$ cat config.mk
export PLATFORM = sky130hd
export DESIGN_NAME = dog_sprite_fetch_flat
export DESIGN_NICKNAME = d
export VERILOG_FILES = /design/src/rtl/dog_sprite_fetch_if.sv /design/src/rtl/dog_sprite_fetch.sv /design/src/flat_wrapper.sv
export SDC_FILE = /design/constraint.sdc
export NUM_CORES = 1
export LEC_CHECK = 0
export ABC_AREA = 1
export CAP_MARGIN = 10
export CORE_MARGIN = 1
export CORE_UTILIZATION = 51
export DETAILED_ROUTE_END_ITERATION = 12
export GPL_ROUTABILITY_DRIVEN = 0
export GPL_TIMING_DRIVEN = 1
export HOLD_SLACK_MARGIN = 0.03
export MAX_ROUTING_LAYER = met4
export PLACE_DENSITY = 0.78
export SLEW_MARGIN = 5
export SYNTH_ARGS = -nofsm -noshare
export SYNTH_HDL_FRONTEND = slang
export SYNTH_SLANG_ARGS = --single-unit
$ cat constraint.sdc
create_clock -name Clk -period 3.4 [get_ports Clk]
set_input_delay 0.68 -clock Clk [delete_from_list [all_inputs] [get_ports Clk]]
set_output_delay 0.68 -clock Clk [all_outputs]
set_load 0.05 [all_outputs]
$ cat src/rtl/dog_sprite_fetch_if.sv
// Scan/ROM/palette bundle for the dog sprite fetch stage.
// Optional mirror input is present only with DOG_MIRROR_EN defined.
interface dog_sprite_fetch_if #(
    parameter int ROM_ADDR_W = 11
);
    logic [9:0]            DrawX;
    logic [9:0]            DrawY;
    logic                  frame_start;
    logic [9:0]            dog_x;
    logic [9:0]            dog_y;
    logic                  anim_en;
    logic [ROM_ADDR_W-1:0] rom_addr;
    logic [3:0]            rom_q;
    logic [3:0]            palette_index;
    logic                  pixel_on;
`ifdef DOG_MIRROR_EN
    logic                  mirror;

    modport master (
        output DrawX, DrawY, frame_start, dog_x, dog_y, anim_en,
        output rom_q, mirror,
        input  rom_addr, palette_index, pixel_on
    );

    modport slave (
        input  DrawX, DrawY, frame_start, dog_x, dog_y, anim_en,
        input  rom_q, mirror,
        output rom_addr, palette_index, pixel_on
    );
`else
    modport master (
        output DrawX, DrawY, frame_start, dog_x, dog_y, anim_en,
        output rom_q,
        input  rom_addr, palette_index, pixel_on
    );

    modport slave (
        input  DrawX, DrawY, frame_start, dog_x, dog_y, anim_en,
        input  rom_q,
        output rom_addr, palette_index, pixel_on
    );
`endif
endinterface

$ cat src/rtl/dog_sprite_fetch.sv
// Dog sprite fetch: scan position -> sprite ROM address -> palette index, 3-clock pipe.
// Define DOG_MIRROR_EN to add a horizontal mirror input sampled in stage 1.
module dog_sprite_fetch #(
    parameter int         SPRITE_W        = 32,
    parameter int         SPRITE_H        = 32,
    parameter int         NUM_FRAMES      = 2,
    parameter int         FRAME_TICKS     = 8,
    parameter int         ROM_ADDR_W      = 11,
    parameter logic [3:0] TRANSPARENT_IDX = 4'd1
) (
    input logic             Clk,
    input logic             Reset,
    dog_sprite_fetch_if.slave bus
);
    localparam int FW  = (NUM_FRAMES > 1) ? $clog2(NUM_FRAMES) : 1;
    localparam int TW  = (FRAME_TICKS > 1) ? $clog2(FRAME_TICKS) : 1;
    localparam int PIX = SPRITE_W * SPRITE_H;

    logic [9:0]            pos_x;
    logic [9:0]            pos_y;
    logic [TW-1:0]         tick_cnt;
    logic [FW-1:0]         anim_frame;
    logic [10:0]           dx;
    logic [10:0]           dy;
    logic [10:0]           col;
    logic                  hit;
    logic                  hit1;
    logic                  hit2;
    logic [31:0]           addr_full;
    logic [ROM_ADDR_W-1:0] rom_addr;
    logic [3:0]            palette_index;
    logic                  pixel_on;

    // Latch the sprite position only at vblank so a frame never tears.
    always_ff @(posedge Clk or posedge Reset) begin
        if (Reset) begin
            pos_x <= '0;
            pos_y <= '0;
        end else if (bus.frame_start) begin
            pos_x <= bus.dog_x;
            pos_y <= bus.dog_y;
        end
    end

    // Step the animation every FRAME_TICKS enabled vblank pulses.
    always_ff @(posedge Clk or posedge Reset) begin
        if (Reset) begin
            tick_cnt   <= '0;
            anim_frame <= '0;
        end else if (bus.frame_start && bus.anim_en) begin
            if (tick_cnt == TW'(FRAME_TICKS - 1)) begin
                tick_cnt <= '0;
                if (anim_frame == FW'(NUM_FRAMES - 1))
                    anim_frame <= '0;
                else
                    anim_frame <= anim_frame + 1'b1;
            end else begin
                tick_cnt <= tick_cnt + 1'b1;
            end
        end
    end

    // Sprite-relative offsets; the unsigned-borrow bit flags "left of / above".
    always_comb begin
        dx  = {1'b0, bus.DrawX} - {1'b0, pos_x};
        dy  = {1'b0, bus.DrawY} - {1'b0, pos_y};
        hit = !dx[10] && (dx < 11'(SPRITE_W))
           && !dy[10] && (dy < 11'(SPRITE_H));
`ifdef DOG_MIRROR_EN
        col = bus.mirror ? (11'(SPRITE_W - 1) - dx) : dx;
`else
        col = dx;
`endif
        addr_full = 32'(anim_frame) * 32'(PIX)
                  + 32'(dy) * 32'(SPRITE_W)
                  + 32'(col);
    end

    // Stage 1: register ROM address; misses park the address at 0.
    always_ff @(posedge Clk or posedge Reset) begin
        if (Reset) begin
            rom_addr <= '0;
            hit1     <= 1'b0;
        end else begin
            rom_addr <= hit ? addr_full[ROM_ADDR_W-1:0] : '0;
            hit1     <= hit;
        end
    end

    // Stage 2: ROM access cycle, carry the hit flag alongside.
    always_ff @(posedge Clk or posedge Reset) begin
        if (Reset)
            hit2 <= 1'b0;
        else
            hit2 <= hit1;
    end

    // Stage 3: resolve transparency and register the palette outputs.
    always_ff @(posedge Clk or posedge Reset) begin
        if (Reset) begin
            palette_index <= '0;
            pixel_on      <= 1'b0;
        end else begin
            palette_index <= hit2 ? bus.rom_q : TRANSPARENT_IDX;
            pixel_on      <= hit2 && (bus.rom_q != TRANSPARENT_IDX);
        end
    end

    assign bus.rom_addr      = rom_addr;
    assign bus.palette_index = palette_index;
    assign bus.pixel_on      = pixel_on;
endmodule
$ cat src/flat_wrapper.sv
// flat-port wrapper written by rule: the top's interface ports become plain ports
module dog_sprite_fetch_flat 
#(
    parameter int         SPRITE_W        = 32,
    parameter int         SPRITE_H        = 32,
    parameter int         NUM_FRAMES      = 2,
    parameter int         FRAME_TICKS     = 8,
    parameter int         ROM_ADDR_W      = 11,
    parameter logic [3:0] TRANSPARENT_IDX = 4'd1
)
  (Clk, Reset, bus_DrawX, bus_DrawY, bus_frame_start, bus_dog_x, bus_dog_y, bus_anim_en, bus_rom_q, bus_rom_addr, bus_palette_index, bus_pixel_on);
  dog_sprite_fetch_if #(.ROM_ADDR_W(ROM_ADDR_W)) bus_i ();
  input logic Clk;
  input logic Reset;
  input wire logic [$bits(bus_i.DrawX)-1:0] bus_DrawX;
  input wire logic [$bits(bus_i.DrawY)-1:0] bus_DrawY;
  input wire logic [$bits(bus_i.frame_start)-1:0] bus_frame_start;
  input wire logic [$bits(bus_i.dog_x)-1:0] bus_dog_x;
  input wire logic [$bits(bus_i.dog_y)-1:0] bus_dog_y;
  input wire logic [$bits(bus_i.anim_en)-1:0] bus_anim_en;
  input wire logic [$bits(bus_i.rom_q)-1:0] bus_rom_q;
  output wire logic [$bits(bus_i.rom_addr)-1:0] bus_rom_addr;
  output wire logic [$bits(bus_i.palette_index)-1:0] bus_palette_index;
  output wire logic [$bits(bus_i.pixel_on)-1:0] bus_pixel_on;
  assign bus_i.DrawX = bus_DrawX;
  assign bus_i.DrawY = bus_DrawY;
  assign bus_i.frame_start = bus_frame_start;
  assign bus_i.dog_x = bus_dog_x;
  assign bus_i.dog_y = bus_dog_y;
  assign bus_i.anim_en = bus_anim_en;
  assign bus_i.rom_q = bus_rom_q;
  assign bus_rom_addr = bus_i.rom_addr;
  assign bus_palette_index = bus_i.palette_index;
  assign bus_pixel_on = bus_i.pixel_on;
  dog_sprite_fetch #(.SPRITE_W(SPRITE_W), .SPRITE_H(SPRITE_H), .NUM_FRAMES(NUM_FRAMES), .FRAME_TICKS(FRAME_TICKS), .ROM_ADDR_W(ROM_ADDR_W), .TRANSPARENT_IDX(TRANSPARENT_IDX)) u_core (.Clk(Clk), .Reset(Reset), .bus(bus_i));
endmodule
; ---- Word-level counts from Yosys, hierarchy flattened
; Index checks and enable logic that the tools add are counted.
; W data, S select, Z words.
[totals]
ff_bits = 42
in_bits = 48
out_inout_bits = 16
[classes]
add_sub_neg = 6
magnitude_cmp = 2
n_eq_ne = 2
mux = 4
n_reduce_logical = 8
[ops]
columns = op, n
row1 = $add A11 B11 Y11, 2
row2 = $lt A11 B6 Y1 const B, 2
row3 = $sub A10 B10 Y11, 2
row4 = $mux W11, 1
row5 = $logic_and A1 B1 Y1, 5
row6 = $mux W4, 1
row7 = $ne A4 B1 Y1 const B, 1
row8 = $add A3 B1 Y3 const B, 1
row9 = $eq A3 B3 Y1 const B, 1
row10 = $mux W3, 1
row11 = $logic_not A1 Y1, 2
row12 = $reduce_and A2 Y1, 1
row13 = $add A1 B1 Y1 const B, 1
row14 = $mux W1, 1

; ---- Depth between registers and ports, before layout
[logic_depth]
word_depth = 6
ltp_mapped = 23
depth_no_buf = 23

; ---- Worst setup path after synthesis
; No wires, ideal clock.
[synth_path]
kind = input port to flip-flop
from = input bus_DrawX[0]
to = register u_core.rom_addr[10], in the netlist u_core.bus.rom_addr[10]
t_arrival_ns = 3.139
t_required_ns = 3.283
path_slack_ns = 0.144
path_stages = 21
cell_sequence = inv_1 -> ha_1 -> inv_1 -> fa_1 -> nand2_1 -> nand3_2 -> nand3_2 -> nand3b_1 -> nand2_1 -> inv_1 -> ha_1 -> ha_1 -> fa_1 -> a21oi_1 -> o21ai_0 -> nand3_1 -> nand2_1 -> nand2_1 -> inv_1 -> nor2_1 -> nor2_1
[synth_between]
elab_chain_cells = 6
[synth_rtl]
columns = element, line
row1 = from (decl), flat_wrapper.sv:15  ; input wire logic [$bits(bus_i.DrawX)-1:0] bus_DrawX;
row2 = $sub A10 B10 Y11 (*), dog_sprite_fetch.sv:65  ; dx = {1'b0, bus.DrawX} - {1'b0, pos_x};
row3 = $lt A11 B6 Y1 / $logic_not A1 Y1 (equally long branches), dog_sprite_fetch.sv:67  ; hit = !dx[10] && (dx < 11'(SPRITE_W))
row4 = $logic_and A1 B1 Y1, dog_sprite_fetch.sv:67
row5 = $logic_and A1 B1 Y1 (2 in a row), dog_sprite_fetch.sv:68  ; && !dy[10] && (dy < 11'(SPRITE_H));
row6 = $mux W11 (*), dog_sprite_fetch.sv:85  ; rom_addr <= hit ? addr_full[ROM_ADDR_W-1:0] : '0;
row7 = to (signal assigned), dog_sprite_fetch.sv:85
row8 = to (decl), dog_sprite_fetch.sv:30  ; logic [ROM_ADDR_W-1:0] rom_addr;
; Every way passes the cells marked *; elsewhere a longest branch is shown, timed or not.
; A chain may end at the register's enable or synchronous reset.

; ---- Worst setup path in the final report
[layout_path]
from = input bus_DrawX[1]
to = register u_core.rom_addr[10], in the netlist u_core.bus.rom_addr[10]
; Same word-level chain as after synthesis.

==> flow_metrics.tcl <==
set metrics [dict create \
    status "completed" \
    required_ps 3570 \
    dpl_cell_area_um2 3810 \
    synth_top_cell_by_area "dfrtp_1" \
    synthArstFlopShare 1.00 \
    p_sw_w 0.000632 \
    rr_startpoint "u_core.pos_x[0]$_DFFE_PP0P_" \
    synth_top_area_share 0.361 \
    ir_drop_uv 293 \
    p_int_w 0.00115 \
    syn_avg_cell_area_um2 7.60 \
    initial_utilization 0.528 \
    min_period_over_period 0.958 \
    tns_ps 0 \
    yosysMostFrequentCell "nand2_1" \
    yosysSeqAreaShare 0.361 \
    nNetsFinal 559 \
    clkTransAtPathRegs_ps 80 \
    design_area_um2 4000 \
    route.antenna.remaining_nets 0 \
    power_frac_seq 0.316 \
    hpwl_um 5160 \
    numCtsBuffers 5 \
    drive_above_1_share 0.169 \
    fmax_ghz 0.307 \
    holdPathEnd "u_core.hit2$_DFF_PP0_" \
    ys_warn_count 0 \
    cts_tree "done" \
    swShare 0.354 \
    die_h_um 77.5 \
    netlist_area_um2 2910 \
    hold_path_startpoint "u_core.hit1$_DFF_PP0_" \
    die_width_um 77.5 \
    ios 64 \
    hp-class "flip-flop to flip-flop" \
    core_area_um2 5510 \
    worstPathMaxFanout 3 \
    via_count 2680 \
    synth_area_leaders "dfrtp_1 36%, nand2_1 15%, ha_1 13%" \
    tightestPinTransition_ps 533 \
    grt_start_max_net_pins 43 \
    timing.rr.end "u_core.bus.rom_addr[10]$_DFF_PP0_" \
    wl_per_cell_um 12.2 \
    finalHoldViolations 0 \
    drt-total-wl_um 6700 \
    fillers 409 \
    report.final.slew_viol_count 0 \
    power.leakage_nw 2.15 \
    cp-start-kind "input port" \
    portBuffers 63 \
    drtPass1Iterations 4 \
    ys_top_cells_by_count "114 x nand2_1, 76 x inv_1, 42 x dfrtp_1" \
    powerDensity_nw_per_um2 446 \
    cp-end-kind "flip-flop" \
    grt_overflow 0 \
    maxCapViolations 0 \
    worstSetupPathType "input port to flip-flop" \
    antenna_found_initial 0 \
    synth_edf_count 0 \
    clockBufferDepth 2 \
    finalSetupViolations 0 \
    clk_latency_ps 290 \
    synth_cells 383 \
    grt_first_pass_wirelength_um 11000 \
    r2r_setup_slack_ps 330 \
    r2r_cells 21 \
    grtUsageTotal 0.235 \
    htreeDepth 2 \
    drc 0 \
    synthFlopType "dfrtp_1" \
    relSlewSlack 0.644 \
    root_buffer "clkbuf_8" \
    holdPathStages 0 \
    drt-initial-drc-count 103 \
    synth_seq_cells 42 \
    vias_per_cell 4.87 \
    fin_skew_ps 4.33 \
    syn_to_final_growth_pct 37.6 \
    ys_types 25 \
    antennaDiodeCount 0 \
    die_area_um2 6010 \
    grt_pass1_vias 2598 \
    clock_power_share 0.221 \
    std_cell_rows 27 \
    min_period_ps 3260 \
    combPwrFrac 0.463 \
    cts.sinks 42 \
    critPathArrivalTime_ps 3430 \
    synth_nets 465 \
]
[stage by stage]
step	worst slack (ps)	cells	hold slack (ps)	total power, W	utilization
global placement	-360	540	335	0.00128	0.691
finish	142	550	359	0.00178	0.727
global route	-121	550	369	0.00191	0.727
detailed placement	-409	540	343	0.00131	0.691
floorplan	144	383	331	0.00104	-
CTS	7.53	548	364	0.00171	0.713
[worst max-delay path by stage]
| stage | startpoint | endpoint | slack [ps] | cells after the start |
|---|---|---|---|---|
| 2_1_floorplan | bus_DrawX[0] | u_core.bus.rom_addr[10]$_DFF_PP0_ | 140 | 21 |
| 3_5_place_dp | bus_DrawX[0] | u_core.bus.rom_addr[10]$_DFF_PP0_ | -410 | 22 |
| 4_1_cts | bus_DrawX[0] | u_core.bus.rom_addr[10]$_DFF_PP0_ | 8 | 23 |
| 3_3_place_gp | bus_DrawX[0] | u_core.bus.rom_addr[10]$_DFF_PP0_ | -360 | 22 |
| 6_report | bus_DrawX[1] | u_core.bus.rom_addr[10]$_DFF_PP0_ | 140 | 20 |
| 5_1_grt | bus_DrawX[1] | u_core.bus.rom_addr[10]$_DFF_PP0_ | -120 | 20 |
[cells in the final DEF (no fill, tap or decap), types with 13 or more instances in the layout]
cell type / instances
nor2_2: 13
dfrtp_1: 42
clkdlybuf4s50_1: 62
inv_1: 73
o21ai_0: 19
ha_1: 27
buf_4: 29
nor2_1: 13
nand3_1: 17
nand2_1: 108
[area by class of cell]
class | instances | area [um^2] | area share
repair buffers | 92 | 851 | 0.213
well taps | 72 | 90.1 | 0.0225
clock inverters | 2 | 37.5 | 0.00938
flip-flops and latches | 42 | 1050 | 0.263
multi-input cells | 259 | 1610 | 0.403
clock buffers | 6 | 72.6 | 0.0181
inverters | 77 | 289 | 0.0722
[cell families after synthesis]
kind of cell,count (synthesis),synth area share
DFF,42,0.361
xor gates and xnor gates,10,0.0301
muxes,2,0.00774
buffers and inverters,82,0.108
AOI/OAI and AO/OA,36,0.0654
adders and majority gates,34,0.154
and+or+nand+nor,177,0.273
[sequential cells by signal (all words and copies together), names as in the netlist]
signal                    count
u_core.hit2                   1
u_core.bus.palette_index      4
u_core.pos_y                 10
u_core.bus.rom_addr          11
u_core.pos_x                 10
u_core.tick_cnt               3
u_core.bus.pixel_on           1
u_core.anim_frame             1
u_core.hit1                   1
[repair_timing]
action,in CTS,in global routing
resized for setup,4,17
setup buffers,0,2
endpoints found under the setup margin,1,2
hold buffers,0,0
pin swaps,0,12
[power groups by stage]
stage               sequential (W)  clock, W  combinational, W
floorplan                 0.000565         0          0.000475
global placement          0.000570         0          0.000711
detailed placement        0.000573         0          0.000735
CTS                       0.000563  0.000402          0.000750
global route              0.000567  0.000427          0.000919
finish                    0.000563  0.000395          0.000826
[critical path, stage by stage]
cell and delay [ps]:
clkdlybuf4s50_1 450, buf_4 150, ha_1 200, a21oi_1 190, nand2_2 100, nand2_1 90
nand3b_1 70, nand2_1 100, inv_1 50, ha_1 210, ha_4 180, fa_2 400
a21oi_2 150, o21ai_2 80, nand3_1 80, nand2_1 60, nand2_1 70, inv_2 40
nor2_2 60, nor2_1 40
[layer usage]
layer,vias up,wire (um),GRT usage,part of all wire
li1,1366,-,-,-
met1,1228,3000,0.297,0.45
met2,77,3280,0.397,0.49
met3,9,345,0.0376,0.051
met4,0,78,0.0528,0.012
met5,-,0,-,0
Power figures use the tool's default switching activity.
